[config.mk]
export PLATFORM = sky130hd
export DESIGN_NAME = nx_fifo_drain_arb
export DESIGN_NICKNAME = d
export VERILOG_FILES = /design/src/rtl/nx_fifo_drain_arb.sv
export SDC_FILE = /design/constraint.sdc
export NUM_CORES = 1
export LEC_CHECK = 0
export BUFFER_PORTS_ARGS = -buffer_cell sky130_fd_sc_hd__buf_2
export CORE_AREA = 2 2 54 56
export CTS_BUF_LIST = sky130_fd_sc_hd__clkbuf_8
export DETAILED_ROUTE_END_ITERATION = 10
export DIE_AREA = 0 0 56 58
export PLACE_DENSITY = 0.77
export SYNTH_ARGS = -nofsm -noshare
export SYNTH_HDL_FRONTEND = slang
export SYNTH_SLANG_ARGS = --single-unit
[constraint.sdc]
create_clock -name clk -period 2.71 [get_ports clk]
set_clock_uncertainty 0.15 [all_clocks]
set_input_delay 0.1355 -clock clk [delete_from_list [all_inputs] [get_ports clk]]
set_output_delay 0.1355 -clock clk [all_outputs]
set_load 0.005 [all_outputs]
[src/rtl/nx_fifo_drain_arb.sv]
// Burst-limited round-robin drain of N_REQ show-ahead FIFOs into one registered
// valid/ready stream. Pops the granted FIFO and captures its head in the same cycle.
module nx_fifo_drain_arb #(
  parameter int N_REQ     = 4,
  parameter int WIDTH     = 8,
  parameter int MAX_BURST = 4,
  localparam int SRC_W    = (N_REQ > 1) ? $clog2(N_REQ) : 1
) (
  input  logic                   clk,
  input  logic                   rst,
  input  logic [N_REQ-1:0]       q_empty,
  input  logic [N_REQ*WIDTH-1:0] q_rdata,
  input  logic [N_REQ-1:0]       q_en,
  output logic [N_REQ-1:0]       q_ren,
  output logic                   out_valid,
  input  logic                   out_ready,
  output logic [WIDTH-1:0]       out_data,
  output logic [SRC_W-1:0]       out_src,
  output logic                   out_first,
  output logic                   dbg_state
);

  localparam int CNT_W = $clog2(MAX_BURST + 1);

  typedef enum logic {
    ST_IDLE  = 1'b0,
    ST_BURST = 1'b1
  } state_t;

  state_t           r_state;
  logic [SRC_W-1:0] r_owner;
  logic [SRC_W-1:0] r_ptr;
  logic [CNT_W-1:0] r_cnt;
  logic             r_out_valid;
  logic [WIDTH-1:0] r_out_data;
  logic [SRC_W-1:0] r_out_src;
  logic             r_out_first;

  logic [N_REQ-1:0] w_elig;
  logic             w_load;
  logic             w_continue;
  logic             w_rot_found;
  logic [SRC_W-1:0] w_rot_idx;
  logic [SRC_W-1:0] w_next_ptr;
  logic             w_grant;
  logic [SRC_W-1:0] w_gidx;
  logic [WIDTH-1:0] w_gdata;

  // Index base+off wrapped modulo N_REQ; off is always below N_REQ.
  function automatic logic [SRC_W-1:0] wrap_add(input logic [SRC_W-1:0] base, input int off);
    int sum;
    sum = int'(base) + off;
    if (sum >= N_REQ) sum = sum - N_REQ;
    return SRC_W'(sum);
  endfunction

  // Output handshake: a beat transfers on any edge where out_valid && out_ready;
  // out_valid never drops without a transfer, and out_data/out_src hold while stalled.
  assign w_elig = q_en & ~q_empty;
  assign w_load = ~r_out_valid | out_ready;

  assign w_continue = (r_state == ST_BURST) && w_elig[r_owner] &&
                      (r_cnt < CNT_W'(MAX_BURST));

  // Scan downward so the smallest offset from r_ptr is the last writer and wins.
  always_comb begin
    w_rot_found = 1'b0;
    w_rot_idx   = '0;
    for (int k = N_REQ - 1; k >= 0; k--) begin
      if (w_elig[wrap_add(r_ptr, k)]) begin
        w_rot_found = 1'b1;
        w_rot_idx   = wrap_add(r_ptr, k);
      end
    end
  end

  assign w_next_ptr = wrap_add(w_rot_idx, (N_REQ > 1) ? 1 : 0);
  assign w_grant    = w_load && (w_continue || w_rot_found);
  assign w_gidx     = w_continue ? r_owner : w_rot_idx;
  assign w_gdata    = q_rdata[int'(w_gidx) * WIDTH +: WIDTH];

  always_comb begin
    q_ren = '0;
    if (!rst && w_grant) q_ren[w_gidx] = 1'b1;
  end

  always_ff @(posedge clk) begin
    if (rst) begin
      r_state     <= ST_IDLE;
      r_owner     <= '0;
      r_ptr       <= '0;
      r_cnt       <= '0;
      r_out_valid <= 1'b0;
      r_out_data  <= '0;
      r_out_src   <= '0;
      r_out_first <= 1'b0;
    end else if (w_load) begin
      if (w_continue) begin
        r_cnt       <= r_cnt + CNT_W'(1);
        r_out_valid <= 1'b1;
        r_out_data  <= w_gdata;
        r_out_src   <= r_owner;
        r_out_first <= 1'b0;
      end else if (w_rot_found) begin
        r_state     <= ST_BURST;
        r_owner     <= w_rot_idx;
        r_ptr       <= w_next_ptr;
        r_cnt       <= CNT_W'(1);
        r_out_valid <= 1'b1;
        r_out_data  <= w_gdata;
        r_out_src   <= w_rot_idx;
        r_out_first <= 1'b1;
      end else begin
        // Nothing eligible: drop to idle, keep last data/source visible.
        r_state     <= ST_IDLE;
        r_cnt       <= '0;
        r_out_valid <= 1'b0;
        r_out_first <= 1'b0;
      end
    end
  end

  assign out_valid = r_out_valid;
  assign out_data  = r_out_data;
  assign out_src   = r_out_src;
  assign out_first = r_out_first;
  assign dbg_state = r_state;

endmodule

### Word-level counts from Yosys, hierarchy flattened

Cells that the tools add are included.
Widths: inputs -> output; s select.

| storage, ports and cells | value |
|---|---|
| flip-flop bits (word level) | 20 |
| bits of input ports | 43 |
| output and inout port bits | 17 |

| operators by class | value |
|---|---|
| add/sub/neg operators | 10 |
| order comparisons | 13 |
| shift-type cells | 1 |
| mux-type cells | 36 |
| bitwise gates (word level) | 5 |
| reduce and logical (&&, ||, !) cells | 11 |

Operator list:

| operator | number |
|---|---|
| $shiftx 32x6->8 | 1 |
| $mux 2 | 12 |
| $lt 2x3->1 const B | 6 |
| $mux 8 | 2 |
| $mux 1 | 14 |
| $ge 3x3->1 const B | 4 |
| $bmux 1 s2 | 5 |
| $sub 2x1->2 const B | 5 |
| $add 2x1->3 const B | 2 |
| $add 2x2->3 const B | 2 |
| $logic_and 1x1->1 | 5 |
| $and 4x4->4 | 1 |
| $mux 4 | 1 |
| $not 4->4 | 1 |
| $reduce_and 2->1 | 2 |
| $add 3x1->3 const B | 1 |
| $ge 2x3->1 const B | 1 |
| $lt 3x3->1 const B | 1 |
| $mux 3 | 1 |
| $reduce_and 3->1 | 1 |
| $demux 1 s2 | 1 |
| $ge 2x1->1 const B | 1 |
| $not 1->1 | 2 |
| $reduce_bool 2->1 | 1 |
| 3 further kinds | 3 |

### Logic depth before layout (Yosys ltp)

| depth | value |
|---|---|
| depth in word-level cells | 15 |
| depth in mapped cells | 7 |
| mapped depth without buffers | 6 |

### Least setup slack after synthesis

No wires, ideal clock.

| timing | value |
|---|---|
| kind | register to register |
| start point | register r_owner[0] |
| end point | register r_out_data[0], in the netlist out_data[0] |
| data arrival time | 1671 ps |
| data required time | 2477 ps |
| path slack | 806 ps |
| cell stages (with the launch flop) | 8 |
| path buffers | 1 |
| cells stage by stage | dfxtp_1 -> and3b_1 -> o211ai_1 -> o31ai_4 -> nor2_2 -> or4_4 -> buf_6 -> o221ai_1 |

| between the ends | value |
|---|---|
| cells in the longest elaborated chain, start to end | 8 |
| elaborated cells between the ends (all ways) | 10 |
| classes of those cells | 1 x shift; 5 x mux; 4 x reduce/logical |

RTL lines:

| item | RTL line | RTL |
|---|---|---|
| start, declared | 31 | `logic [SRC_W-1:0] r_owner;` |
| start signal, assigned | 106 | `r_owner <= w_rot_idx;` |
| $bmux 1 s2 | 62 | `assign w_continue = (r_state == ST_BURST) && w_elig[r_owner] &&` |
| $mux 1 (implied by the code) | 62 |  |
| $logic_and 1x1->1 (2 in a row) | 62 |  |
| $mux 2 | 79 | `assign w_gidx = w_continue ? r_owner : w_rot_idx;` |
| $shiftx 32x6->8 | 80 | `assign w_gdata = q_rdata[int'(w_gidx) * WIDTH +: WIDTH];` |
| $mux 8 | 104 | `end else if (w_rot_found) begin` |
| $mux 8 | 98 | `if (w_continue) begin` |
| end signal, assigned | 101 | `r_out_data <= w_gdata;` |
| end signal, assigned | 110 | `r_out_data <= w_gdata;` |
| end, declared | 35 | `logic [WIDTH-1:0] r_out_data;` |

Several ways; a longest one is shown, not always the timed one. The select of a mux whose other input is x is not followed.
A chain may end at the register's enable or synchronous reset.

### Worst setup path after layout

| timing | value |
|---|---|
| start point | register r_ptr[0] |
| end point | output q_ren[1] |

| between the ends | value |
|---|---|
| cells in the longest elaborated chain, start to end | 15 |
| elaborated cells between the ends (all ways) | 41 |
| classes of those cells | 7 x add/sub; 6 x order compare; 24 x mux; 4 x reduce/logical |

RTL lines:

| item | RTL line | RTL |
|---|---|---|
| start, declared | 32 | `logic [SRC_W-1:0] r_ptr;` |
| start signal, assigned | 107 | `r_ptr <= w_next_ptr;` |
| $add 2x2->3 | 52 | `sum = int'(base) + off;` |
| $ge 3x3->1 or $sub 2x1->2 (tied branches) | 53 | `if (sum >= N_REQ) sum = sum - N_REQ;` |
| $mux 2 | 53 |  |
| $bmux 1 s2 | 70 | `if (w_elig[wrap_add(r_ptr, k)]) begin` |
| $mux 1 (implied by the code) | 70 |  |
| $mux 2 (4 in a row) | 70 |  |
| $mux 2 | 79 |  |
| $lt 2x3->1 (implied by the code) or $ge 2x1->1 (tied branches) | 84 | `if (!rst && w_grant) q_ren[w_gidx] = 1'b1;` |
| $logic_and 1x1->1 (implied by the code) | 84 |  |
| $mux 1 (implied by the code) | 84 |  |
| $demux 1 s2 | 84 |  |
| $mux 4 (*) | 84 |  |
| end, declared | 14 | `output logic [N_REQ-1:0] q_ren,` |

Mark *: on every way between the ends. The rest lies on a longest branch, timed or not. The select of a mux whose other input is x is not followed.

==> flow_metrics.tcl <==
set metrics [dict create \
    end_kind "output pin" \
    fmax_mhz 405 \
    crit_cells 7 \
    synth_edf_count 0 \
    critical-path-slowest-cell "a311oi_1" \
    synth_compound_area_share_pct 21.9 \
    viasPerCell 5.46 \
    hold_class "input port to register" \
    wire_per_inst_um 13.6 \
    gr-total-overflow 0 \
    ys_top_cells_by_area "dfxtp_1, mux2i_1, o221ai_1, nand2_1, nor2_1" \
    worstPathArrival_ns 2.18 \
    ys.flop_type "dfxtp_1" \
    synthSimpleGateAreaFrac_pct 23.3 \
    ys_types 39 \
    io_pins 60 \
    crit_fanout 10 \
    cp-start-kind "register" \
    switching_share_pct 27.7 \
    setup_tns_ns 0 \
    rsz0062_at_grt "no" \
    die_h_um 58 \
    peakVddDrop_v 0.000382 \
    cellInternalPower_uw 644 \
    first_iter_violations 29 \
    p_sw_uw 247 \
    syn_inst 129 \
    synth_top_cell_by_area "dfxtp_1" \
    clk_latency_ns 0.26 \
    die_area_um2 3250 \
    yosysWarnings 0 \
    holdPathStages 3 \
    gp_congestion 0.749 \
    die_w_um 56 \
    worstMarginPinSlew_ns 0.930 \
    grt_pass1_wl_mm 4.61 \
    clkPwrFrac_pct 33.2 \
    path_buf_inv 2 \
    setup_violations 0 \
    grt_util_all_layers_pct 17.9 \
    row_count 19 \
    path_delay_family "compound AO/OA/AOI/OAI gates" \
    hold_viol_final 0 \
    path_clk_slew_ns 0.08 \
    hpwl_mm 2.32 \
    clock_path_buffers 2 \
    dr.pass1.iters 4 \
    cp_slowest_stage_delay_ns 0.74 \
    nNetsFinal 235 \
    ys_seq_area_share_pct 34.7 \
    ys_ff_latch 20 \
    postCtsHoldBufs 0 \
    syn-num-nets 173 \
    worstSetupPathType "register to output pin" \
    p_leak_uw 0.000783 \
    period_minus_slack_ns 2.47 \
    final_antenna_net_count 0 \
    power.density_nw_per_um2 571 \
    syn_area_per_cell_um2 8.93 \
    cts_buffers 3 \
    reg2reg_depth 6 \
    synth_top_family_by_area "simple AND/OR/NAND/NOR gates" \
    antenna_found_initial 0 \
    muxShareOfSynthArea_pct 14.8 \
    ys_async_sr_fraction_pct 0 \
    start_util_pct 43.3 \
    grt_max_degree 21 \
    synth_xor_xnor_area_share_pct 0.760 \
    synthAdderAreaFrac_pct 1.09 \
    vias 1206 \
    whs_ns 0.0250 \
    power_frac_seq_pct 39.5 \
    htreeDepth 1 \
    crit_path_frequent_cell "a311oi_1" \
    worstPathCellList "nor3b_2 > a311oi_1 > a311oi_1 > a21boi_4 > inv_1 > nor2_1 > buf_2" \
    p_comb_share_pct 27.4 \
    wl_mm 3.00 \
    syn2layout_area_growth_pct 35.4 \
    layout-drive-gt1-share_pct 38.9 \
    max_slew_margin_pct 37.6 \
    synth_common_cells "dfxtp_1, mux2i_1, nand2_1" \
    period_share_pct 91.0 \
    synth_top_area_share_pct 34.7 \
    core_um2 2660 \
    ff2ff_setup_slack_ns 0.33 \
    crit_required_ns 2.42 \
    clockRootBuffer "clkbuf_8" \
    place.port_buffers 59 \
    synth.most_common_cell "dfxtp_1" \
    drv_slew 0 \
    diodes 0 \
    drc 0 \
    grt_pass1_vias 1119 \
    maxCapViolations 0 \
    cts_sinks 20 \
    cts_tree "yes" \
    outcome "finished, final reports clean" \
    netlist_area_um2 1150 \
]
## worst paths after layout
kind / from / end
min: q_rdata[21] / out_data[5]
max reg2reg: r_ptr[0] / out_data[7]
max: r_ptr[0] / q_ren[1]
min reg2reg: out_data[5] / out_data[5]
## repair_timing
action | 4_1_cts | 5_1_grt
setup buffers | 0 | 0
endpoints found under the setup margin | 4 | 2
pin swaps | 0 | 1
gates resized for setup | 1 | 0
gates cloned | 0 | 1
## sequential cells by signal, indices dropped and copies added, names as in the netlist
register,flops
r_cnt,3
out_first,1
dbg_state,1
out_valid,1
r_ptr,2
r_owner,2
out_src,2
out_data,8
## power by group through the flow
stage               Combinational [uW]  Clock [uW]  Sequential, uW
detailed placement                 240           0             358
global route                       269         317             356
floorplan                          152           0             358
finish                             244         295             352
global placement                   232           0             357
CTS                                242         300             352
## per-stage QoR
step	utilization (%)	instance area (um2)	setup slack, ns	power, uW	cells
6_report	58.6	1560	0.244	891	221
5_1_grt	58.6	1560	0.0694	941	221
4_1_cts	58.2	1550	0.150	894	220
3_5_place_dp	55.2	1470	0.0433	598	216
3_3_place_gp	55.2	1470	0.198	589	216
2_1_floorplan	-	1150	0.806	511	129
## routing by layer
| metal | up-vias | wire [um] | GRT usage [%] |
|---|---|---|---|
| met3 | 7 | 157 | 2.68 |
| met1 | 556 | 1290 | 21.2 |
| met5 | - | 0 | 0 |
| met2 | 40 | 1490 | 31.1 |
| met4 | 0 | 65 | 9.86 |
| li1 | 603 | - | - |
## worst reg2reg max path, stage by stage, from the launching register on
cell	delay [ns]
dfxtp_1	0.32
nor3b_2	0.21
a311oi_1	0.08
a311oi_1	0.74
a21boi_2	0.39
mux2i_1	0.24
o221ai_1	0.14
## cell usage in the layout (no fill, tap or decap), types with 2 or more instances in the layout
master	n
inv_1	3
nor2b_1	2
a211oi_1	5
a311oi_1	2
and2b_1	2
mux2i_1	17
buf_2	59
a21oi_1	8
o21ai_0	2
nand3_1	3
o221ai_1	8
clkbuf_8	3
dfxtp_1	20
nand2b_1	5
nor2_1	12
nand2_1	15
## logic make-up after synthesis
logic type / after synthesis
mux: 17
compound gates: 33
buf+inv: 7
flops: 20
simple gates: 50
xor+xnor: 1
fa+ha+maj: 1
## final cells by class
class,instances,area [um2]
clock buffer,3,41.3
sequential,20,400
tap,31,38.8
timing repair buffer,60,303
fill,237,1100
multi-input combinational,103,736
clock inverter,1,30.0
inverter,3,11.3
No activity file was read; power rests on OpenSTA's default activity.
